$ cat src/rtl/multiaddr_encode.sv
// ---------------------------------------------------------------------------
// multiaddr_encode
//
// Purpose:
//   Turns one request (base address, don't-care mask, target bitmask) into a
//   short sequence of {addr, mask} multi-address beats. Each beat covers an
//   aligned power-of-two block of consecutive selected targets. The target
//   index lives in addr[StrideLog2 +: IdxWidth]; a beat's mask sets the low
//   k bits of that field so a decoder matches 2^k targets at once. Beats are
//   emitted lowest index first, one per cycle while the consumer is ready.
//
// Parameters:
//   NumTargets - number of targets (power of two, >= 2)
//   StrideLog2 - log2 of the address distance between consecutive targets
//   addr_t     - address / mask type; must be wide enough to hold the index
//                field at StrideLog2
//
// Ports:
//   clk_i       in   clock
//   rst_i       in   synchronous active-high reset
//   in_valid_i  in   request valid
//   in_ready_o  out  request ready (high only while idle)
//   addr_i      in   base address (index-field bits ignored)
//   mask_i      in   don't-care bits outside the index field (index bits ignored)
//   targets_i   in   target selection bitmask
//   out_valid_o out  beat valid
//   out_ready_i in   beat ready
//   addr_o      out  beat address (index field = first covered target)
//   mask_o      out  beat mask (index field = block size - 1)
//   last_o      out  final beat of the current request
// ---------------------------------------------------------------------------
module multiaddr_encode #(
    parameter int unsigned NumTargets = 32'd8,
    parameter int unsigned StrideLog2 = 32'd16,
    parameter type         addr_t     = logic [31:0]
) (
    input  logic                  clk_i,
    input  logic                  rst_i,
    input  logic                  in_valid_i,
    output logic                  in_ready_o,
    input  addr_t                 addr_i,
    input  addr_t                 mask_i,
    input  logic [NumTargets-1:0] targets_i,
    output logic                  out_valid_o,
    input  logic                  out_ready_i,
    output addr_t                 addr_o,
    output addr_t                 mask_o,
    output logic                  last_o
);

    // Width of the target index field; derived, not meant to be overridden.
    localparam int unsigned IdxWidth = (NumTargets > 1) ? $clog2(NumTargets) : 1;

    typedef enum logic {
        IDLE = 1'b0,
        EMIT = 1'b1
    } state_e;

    state_e                state_q, state_d;
    addr_t                 addr_q, addr_d;
    addr_t                 mask_q, mask_d;
    logic [NumTargets-1:0] rem_q, rem_d;

    // Per-beat combinational results derived from rem_q.
    logic [IdxWidth-1:0]   low_idx;
    int                    low_int;
    logic                  low_found;
    logic [IdxWidth-1:0]   blk_span;
    logic [NumTargets-1:0] blk_bits;
    logic [NumTargets-1:0] cand_bits;
    logic [NumTargets-1:0] rem_after;
    logic                  beat_last;
    addr_t                 addr_beat;
    addr_t                 mask_beat;
    logic                  out_hs;

    // Find the lowest still-pending target; it starts the next beat.
    always_comb begin
        low_idx   = '0;
        low_int   = 0;
        low_found = 1'b0;
        for (int j = 0; j < int'(NumTargets); j++) begin
            if (!low_found && rem_q[j]) begin
                low_idx   = IdxWidth'(j);
                low_int   = j;
                low_found = 1'b1;
            end
        end
    end

    // Grow the block from the lowest pending target as far as it stays
    // aligned, inside the target range and fully selected. All three
    // conditions only get harder as the block grows, so the last size that
    // passes is the largest one.
    always_comb begin
        blk_span  = '0;
        blk_bits  = '0;
        cand_bits = '0;
        if (low_found) begin
            blk_bits[low_idx] = 1'b1;
        end
        for (int k = 1; k <= int'(IdxWidth); k++) begin
            cand_bits = '0;
            for (int j = 0; j < int'(NumTargets); j++) begin
                cand_bits[j] = (j >= low_int) && (j < low_int + (1 << k));
            end
            if (low_found
                && ((low_int % (1 << k)) == 0)
                && ((low_int + (1 << k)) <= int'(NumTargets))
                && ((rem_q & cand_bits) == cand_bits)) begin
                blk_span = IdxWidth'((1 << k) - 1);
                blk_bits = cand_bits;
            end
        end
    end

    // Splice the block start and block size into the stored address and mask.
    always_comb begin
        addr_beat = addr_q;
        mask_beat = mask_q;
        addr_beat[StrideLog2 +: IdxWidth] = low_idx;
        mask_beat[StrideLog2 +: IdxWidth] = blk_span;
        rem_after = rem_q & ~blk_bits;
        beat_last = (rem_after == '0);
    end

    assign out_valid_o = (state_q == EMIT);
    assign in_ready_o  = (state_q == IDLE);
    assign out_hs      = out_valid_o && out_ready_i;

    // Outputs are forced to zero while idle so nothing stale leaks out after
    // reset or between requests; during EMIT they depend only on registers,
    // so they hold still across a stall.
    assign addr_o = out_valid_o ? addr_beat : '0;
    assign mask_o = out_valid_o ? mask_beat : '0;
    assign last_o = out_valid_o && beat_last;

    // Next-state logic. An all-zero target set is consumed in place without
    // leaving IDLE.
    always_comb begin
        state_d = state_q;
        addr_d  = addr_q;
        mask_d  = mask_q;
        rem_d   = rem_q;
        unique case (state_q)
            IDLE: begin
                if (in_valid_i) begin
                    addr_d = addr_i;
                    mask_d = mask_i;
                    rem_d  = targets_i;
                    if (targets_i != '0) begin
                        state_d = EMIT;
                    end
                end
            end
            EMIT: begin
                if (out_hs) begin
                    rem_d = rem_after;
                    if (beat_last) begin
                        state_d = IDLE;
                    end
                end
            end
            default: begin
                state_d = IDLE;
            end
        endcase
    end

    // State and request registers; reset drops any request in flight and
    // takes priority over an input offered in the same cycle.
    always_ff @(posedge clk_i) begin
        if (rst_i) begin
            state_q <= IDLE;
            addr_q  <= '0;
            mask_q  <= '0;
            rem_q   <= '0;
        end else begin
            state_q <= state_d;
            addr_q  <= addr_d;
            mask_q  <= mask_d;
            rem_q   <= rem_d;
        end
    end

endmodule

$ cat config.mk
export PLATFORM = sky130hd
export DESIGN_NAME = multiaddr_encode
export DESIGN_NICKNAME = d
export VERILOG_FILES = /design/src/rtl/multiaddr_encode.sv
export SDC_FILE = /design/constraint.sdc
export NUM_CORES = 1
export LEC_CHECK = 0
export ABC_AREA = 0
export CORE_MARGIN = 4
export CORE_UTILIZATION = 27
export DETAILED_ROUTE_END_ITERATION = 12
export GPL_TIMING_DRIVEN = 0
export REMOVE_ABC_BUFFERS = 1
export SYNTH_ARGS = -nofsm -noshare
export SYNTH_HDL_FRONTEND = slang
export SYNTH_SLANG_ARGS = --single-unit
$ cat constraint.sdc
create_clock -name clk_i -period 12 [get_ports clk_i]
set_input_delay 2.4 -clock clk_i [delete_from_list [all_inputs] [get_ports clk_i]]
set_output_delay 2.4 -clock clk_i [all_outputs]
set_load 0.05 [all_outputs]
* After elaboration in Yosys (flattened, before gate mapping)
Cells that the tools add are included.
** Word-level totals
- Bits in registers :: 73
- Bits in latches :: 0
- RAM bits :: 0
- Memory bits (read-only) :: 0
- Input bits :: 76
- Output and inout bits :: 67
- Word-level logic and storage cells :: 158
- Memories kept :: 0
** Operators by class
- $add $sub $neg :: 3
- Multipliers :: 0
- Div/mod/pow operators :: 0
- $lt $le $gt $ge :: 37
- Equality and inequality tests :: 5
- Shift-type cells :: 0
- Mux-type cells :: 41
- Bitwise logic cells :: 9
- Reduce and logical (&&, ||, !) cells :: 59
** Operator list (count)
- $lt A4 B32 Y1 const A :: 12
- $mux W32 :: 7
- $lt A3 B32 Y1 const A :: 6
- $ge A4 B32 Y1 const A :: 4
- $le A32 B5 Y1 const B :: 3
- $logic_not A32 Y1 :: 3
- $lt A1 B32 Y1 const A :: 3
- $lt A2 B32 Y1 const A :: 3
- $ge A3 B32 Y1 const A :: 2
- $mux W8 :: 6
- $logic_and A1 B1 Y1 :: 43
- $add A32 B3 Y32 const B :: 1
- $add A32 B4 Y32 const B :: 1
- $add A32 B5 Y32 const B :: 1
- $and A8 B8 Y8 :: 4
- $ge A1 B32 Y1 const A :: 1
- $ge A2 B32 Y1 const A :: 1
- $eq A8 B8 Y1 :: 3
- $mux W3 :: 7
- $mux W1 :: 16
- $pmux W8 S2 :: 1
- $logic_not A8 Y1 :: 1
- $not A8 Y8 :: 1
- $reduce_bool A8 Y1 :: 1
- other kinds (13) :: 23

* Depth between registers and ports, before layout
- Depth after elaboration :: 37
- Depth in mapped cells :: 15
- Depth with buffers taken out :: 13

* Worst setup path after synthesis
OpenSTA, ideal clock, no wires.
- Path kind :: flip-flop to output port
- Start point :: register rem_q[3]
- End point :: output port last_o
- Data arrival time :: 3.538 ns
- Required time :: 9.600 ns
- Path slack :: 6.062 ns
- Stages on the path, launching flop included :: 14
- Buffers on the path :: 1
- Path through :: dfxtp_1 or4_1 buf_2 nor2_1 inv_1 ha_1 or4b_2 o221ai_1 o2111ai_1 o221ai_1 a41o_1 a41oi_2 nor4_1 and4_1
** On the way
- Word-level cells in the longest chain between the ends :: 27
- Elaborated cells between the ends (all ways) :: 122
- Classes of those cells :: add/sub (3); order compare (37); eq/ne (3); mux (21); bitwise (8); reduce/logical (50)
** Ends and longest elaborated chain
- from (decl) :: line 62 : logic [NumTargets-1:0] rem_q, rem_d;
- from (signal assigned) :: line 182 : rem_q <= rem_d;
- $logic_and A1 B1 Y1 :: line 83 : if (!low_found && rem_q[j]) begin
- $mux W1 :: line 83
- $logic_not A1 Y1 :: line 83
- $logic_and A1 B1 Y1 :: line 83
- $mux W1 :: line 83
- $logic_not A1 Y1 :: line 83
- $logic_and A1 B1 Y1 :: line 83
- $mux W1 :: line 83
- [... 9 more ...]
- $and A8 B8 Y8 :: line 110 : && ((rem_q & cand_bits) == cand_bits)) begin
- $eq A8 B8 Y1 :: line 110
- $logic_and A1 B1 Y1 :: line 110
- $mux W8 (3 in a row) :: line 107 : if (low_found
- $not A8 Y8 :: line 123 : rem_after = rem_q & ~blk_bits;
- $and A8 B8 Y8 (*) :: line 123
- $logic_not A8 Y1 (*) :: line 124 : beat_last = (rem_after == '0);
- $logic_and A1 B1 Y1 (*) :: line 136 : assign last_o = out_valid_o && beat_last;
- to (decl) :: line 48 : output logic last_o
Mark *: on every way between the ends. The rest lies on a longest branch, timed or not.

* Worst setup path after layout
Ends and elaborated chain as after synthesis.

==> summary.md <==
| Metric | Value |
|---|---|
| Outcome | finished, final reports clean |
| Wire length of the first global-routing pass | 18900 um |
| Buffer count from post-CTS setup fixing | 0 |
| Clock buffer count from CTS | 9 |
| Post-cts repair resize count | 0 |
| Combinational share of power | 0.326 |
| Total of endpoints with negative setup slack in the final report | 0 |
| Final layout net count | 687 |
| Final wirelength | 11800 um |
| Number of synthesized flops with an enable pin | 0 |
| Most frequent cells after synthesis | 127 x sky130_fd_sc_hd__nand2_1, 74 x sky130_fd_sc_hd__a21oi_1, 67 x sky130_fd_sc_hd__dfxtp_1, 60 x sky130_fd_sc_hd__and2_1, 37 x sky130_fd_sc_hd__clkbuf_1 |
| Reg-to-reg startpoint | rem_q[3]$_SDFFE_PP0P_ |
| Cts-stage hold buffer count | 0 |
| Mapped Avg Cell Area | 7.25 um^2 |
| Chip width | 123 um |
| Layout cell share with drive strength beyond 1 | 0.0572 |
| Setup slack, reg-to-reg | 7.86 ns |
| TritonCTS clock tree | yes |
| FILL cells | 1285 |
| Drt first pass iters | 4 |
| Post-Synthesis Cell Area | 3590 um^2 |
| DR vias/cell | 4.90 |
| Top flip-flop cell by instance count after synthesis | sky130_fd_sc_hd__dfxtp_1 |
| Setup repair after global routing missed its margin | false |
| CTS Buffer Depth | 2 |
| Cell type with the largest total area after synthesis | sky130_fd_sc_hd__dfxtp_1 |
| Type of the worst setup path | reg -> out |
| Crit path required time | 9.60 ns |
| Worst Max-Slew Pin Slew | 0.920 ns |
| Post-route DRC violation count | 0 |
| Synth async-reset ratio | 0 |
| Setup crit start kind | register |
| Vertical die dimension | 123 um |
| Worst supply voltage drop on vdd | 72.7 uV |
| Max Fanout on Critical Path | 14 |
| Leak | 2.03 nW |
| Fin cells | 784 |
| Reg2reg end | rem_q[6]$_SDFFE_PP0P_ |
| MaxCap Viol Count | 0 |
| 1st-iter DRT viols | 277 |
| Top cell type's share of synthesized area | 0.374 |
| Hold crit path type | reg -> reg |
| Routability cong. | 0.883 |
| Final count of pins violating max slew | 0 |
| Worst-Skew Late Latency | 0.32 ns |
| Area delta synth->final | 51.8% |
| Total via count in the routed design | 3845 |
| Total negative setup slack | 0 ns |
| Top-level I/O count | 143 |
| Via count of the first global-routing pass | 3771 |
| Cell Int Power | 0.557 mW |
| Cell types occupying the most area after synthesis | sky130_fd_sc_hd__dfxtp_1 37%, sky130_fd_sc_hd__nand2_1 13%, sky130_fd_sc_hd__and2_1 10% |
| Largest clock skew in the final design | 0.00570 ns |
| Initial antenna violation count | 0 |
| Number of placed instances with taps included | 768 |
| Arrival time worst endpoint | 5.26 ns |
| Sw Share | 0.344 |
| Routed wirelength normalized by instance count | 15.1 um |
| CTS H-Tree Depth | 3 |
| Normalized max-slew margin | 0.381 |
| Top achievable clock speed | 0.130 GHz |
| Synth warn | 0 |
| Final HPWL DP | 8440 um |
| Clock tree root buffer cell | sky130_fd_sc_hd__clkbuf_16 |
| Hold EP | mask_q[5]$_SDFFE_PP0P_ |
| Number of rows in the core area | 41 |
| Endpoint kind of the worst setup timing path | output port |
| Number of failing hold endpoints at the final stage | 0 |
| Post-DRT Antenna Nets | 0 |
| Number of cells on the worst reg-to-reg path | 12 |
| # diodes | 0 |
| Clock sink count | 67 |
| Sequential share of power | 0.311 |
| Library cells used by synthesis | 59 |
| Total Routing Usage GR | 0.155 |
| Clock transition at the registers of the reported paths | 0.06 ns |
| Initial Utilization | 0.280 |
| Maximum number of pins on one net before global-route repair | 47 |
| Overall die area | 15200 um^2 |
| Hold path startpoint | mask_q[5]$_SDFFE_PP0P_ |
| Post-synthesis register bit count | 67 |
| Count of buffers inserted at the top-level ports | 136 |
| Part of the Yosys area used for sequential elements | 0.374 |
| Net Sw Power | 0.292 mW |
| Power density over the cells | 156 nW/um^2 |
| Ratio of final minimum period to clock period | 0.639 |
| Min cycle time layout | 7.66 ns |
| Total grt overflow | 0 |
| Most frequent cell after synthesis | sky130_fd_sc_hd__nand2_1 |
| Core Region | 12800 um^2 |
| Number of cells produced by synthesis | 495 |
| Worst Hold Depth | 2 |
| Clock group share of total power | 0.363 |
worst max path at each step:
stage	from	to	slack, ns	cells past startpoint
3_5_place_dp	rem_q[3]$_SDFFE_PP0P_	last_o	4.72	13
4_1_cts	rem_q[3]$_SDFFE_PP0P_	last_o	4.36	13
6_report	rem_q[3]$_SDFFE_PP0P_	last_o	4.34	13
2_1_floorplan	rem_q[3]$_SDFFE_PP0P_	last_o	5.87	12
5_1_grt	rem_q[3]$_SDFFE_PP0P_	last_o	4.00	13
3_3_place_gp	in_valid_i	rem_q[6]$_SDFFE_PP0P_	4.27	4
cell families after synthesis:
family | synth area share
AND/OR/NAND/NOR | 0.335
adder cells (fa/ha/maj) | 0.0139
multiplexers | 0.00279
buffers and inverters | 0.0558
flip-flops | 0.374
AO/OA/AOI/OAI | 0.219
through the flow:
step | setup WS [ns] | util | hold slack (ns) | cell area (um^2) | power (mW)
2_1_floorplan | 5.87 | - | 0.426 | 3430 | 0.438
3_3_place_gp | 4.27 | 0.391 | 0.437 | 5010 | 0.541
3_5_place_dp | 4.72 | 0.397 | 0.442 | 5100 | 0.544
4_1_cts | 4.36 | 0.425 | 0.449 | 5450 | 0.857
5_1_grt | 4.00 | 0.425 | 0.463 | 5450 | 0.898
6_report | 4.34 | 0.425 | 0.447 | 5450 | 0.849
metal layers:
metal / vias to the layer above / track usage / wire (um)
li1: 1909 / - / -
met1: 1776 / 0.193 / 5170
met2: 139 / 0.242 / 5340
met3: 21 / 0.0631 / 1080
met4: 0 / 0.0540 / 231
met5: - / 0 / 0
flip-flops by register name, summed over array words and instances, names as in the netlist:
| name | count |
|---|---|
| mask_q | 29 |
| out_valid_o | 1 |
| rem_q | 8 |
| addr_q | 29 |
power by group through the flow:
stage          registers, mW  clock network, mW  logic (mW)
3_3_place_gp           0.273                  0       0.268
6_report               0.264              0.308       0.277
3_5_place_dp           0.268                  0       0.276
2_1_floorplan          0.264                  0       0.174
5_1_grt                0.267              0.328       0.304
4_1_cts                0.263              0.317       0.277
worst max-delay path: stages (launching register included):
cell and delay, ns:
sky130_fd_sc_hd__dfxtp_1 0.45, sky130_fd_sc_hd__or4_1 0.75, sky130_fd_sc_hd__nor2_1 0.21, sky130_fd_sc_hd__inv_1 0.14, sky130_fd_sc_hd__ha_1 0.40, sky130_fd_sc_hd__nand2b_1 0.21, sky130_fd_sc_hd__o221ai_1 0.15, sky130_fd_sc_hd__nor4b_1 0.34
sky130_fd_sc_hd__and3_4 0.33, sky130_fd_sc_hd__nor4b_1 0.39, sky130_fd_sc_hd__o41ai_2 0.13, sky130_fd_sc_hd__nor4_1 0.34, sky130_fd_sc_hd__and4_1 0.26, sky130_fd_sc_hd__clkdlybuf4s50_1 0.81
cell type report:
cell class                 count  area [um^2]  area share
sequential                    67         1340       0.246
clock buffer                  10          239      0.0439
inverter                      12         45.0     0.00827
tap                          172          215      0.0395
timing repair buffer         140         1440       0.264
clock inverter                 6          111      0.0204
multi-input combinational    377         2060       0.378
placed cells by master (no fill, tap or decap), types with 3 or more instances in the layout:
cell type / n
sky130_fd_sc_hd__o21ai_0: 10
sky130_fd_sc_hd__and2_1: 60
sky130_fd_sc_hd__nor4b_1: 3
sky130_fd_sc_hd__bufinv_16: 3
sky130_fd_sc_hd__or4_1: 4
sky130_fd_sc_hd__nor4_1: 5
sky130_fd_sc_hd__a31oi_1: 3
sky130_fd_sc_hd__nor2_1: 23
sky130_fd_sc_hd__inv_1: 11
sky130_fd_sc_hd__nor3_1: 3
sky130_fd_sc_hd__a211oi_1: 3
sky130_fd_sc_hd__nand2_1: 126
sky130_fd_sc_hd__clkdlybuf4s50_1: 135
sky130_fd_sc_hd__dfxtp_1: 66
sky130_fd_sc_hd__ha_1: 4
sky130_fd_sc_hd__buf_12: 4
sky130_fd_sc_hd__o221ai_1: 4
sky130_fd_sc_hd__and3_1: 3
sky130_fd_sc_hd__clkbuf_16: 9
sky130_fd_sc_hd__a21oi_1: 74
sky130_fd_sc_hd__nand3_1: 4
Note: power is estimated with default switching activity, not from simulation.
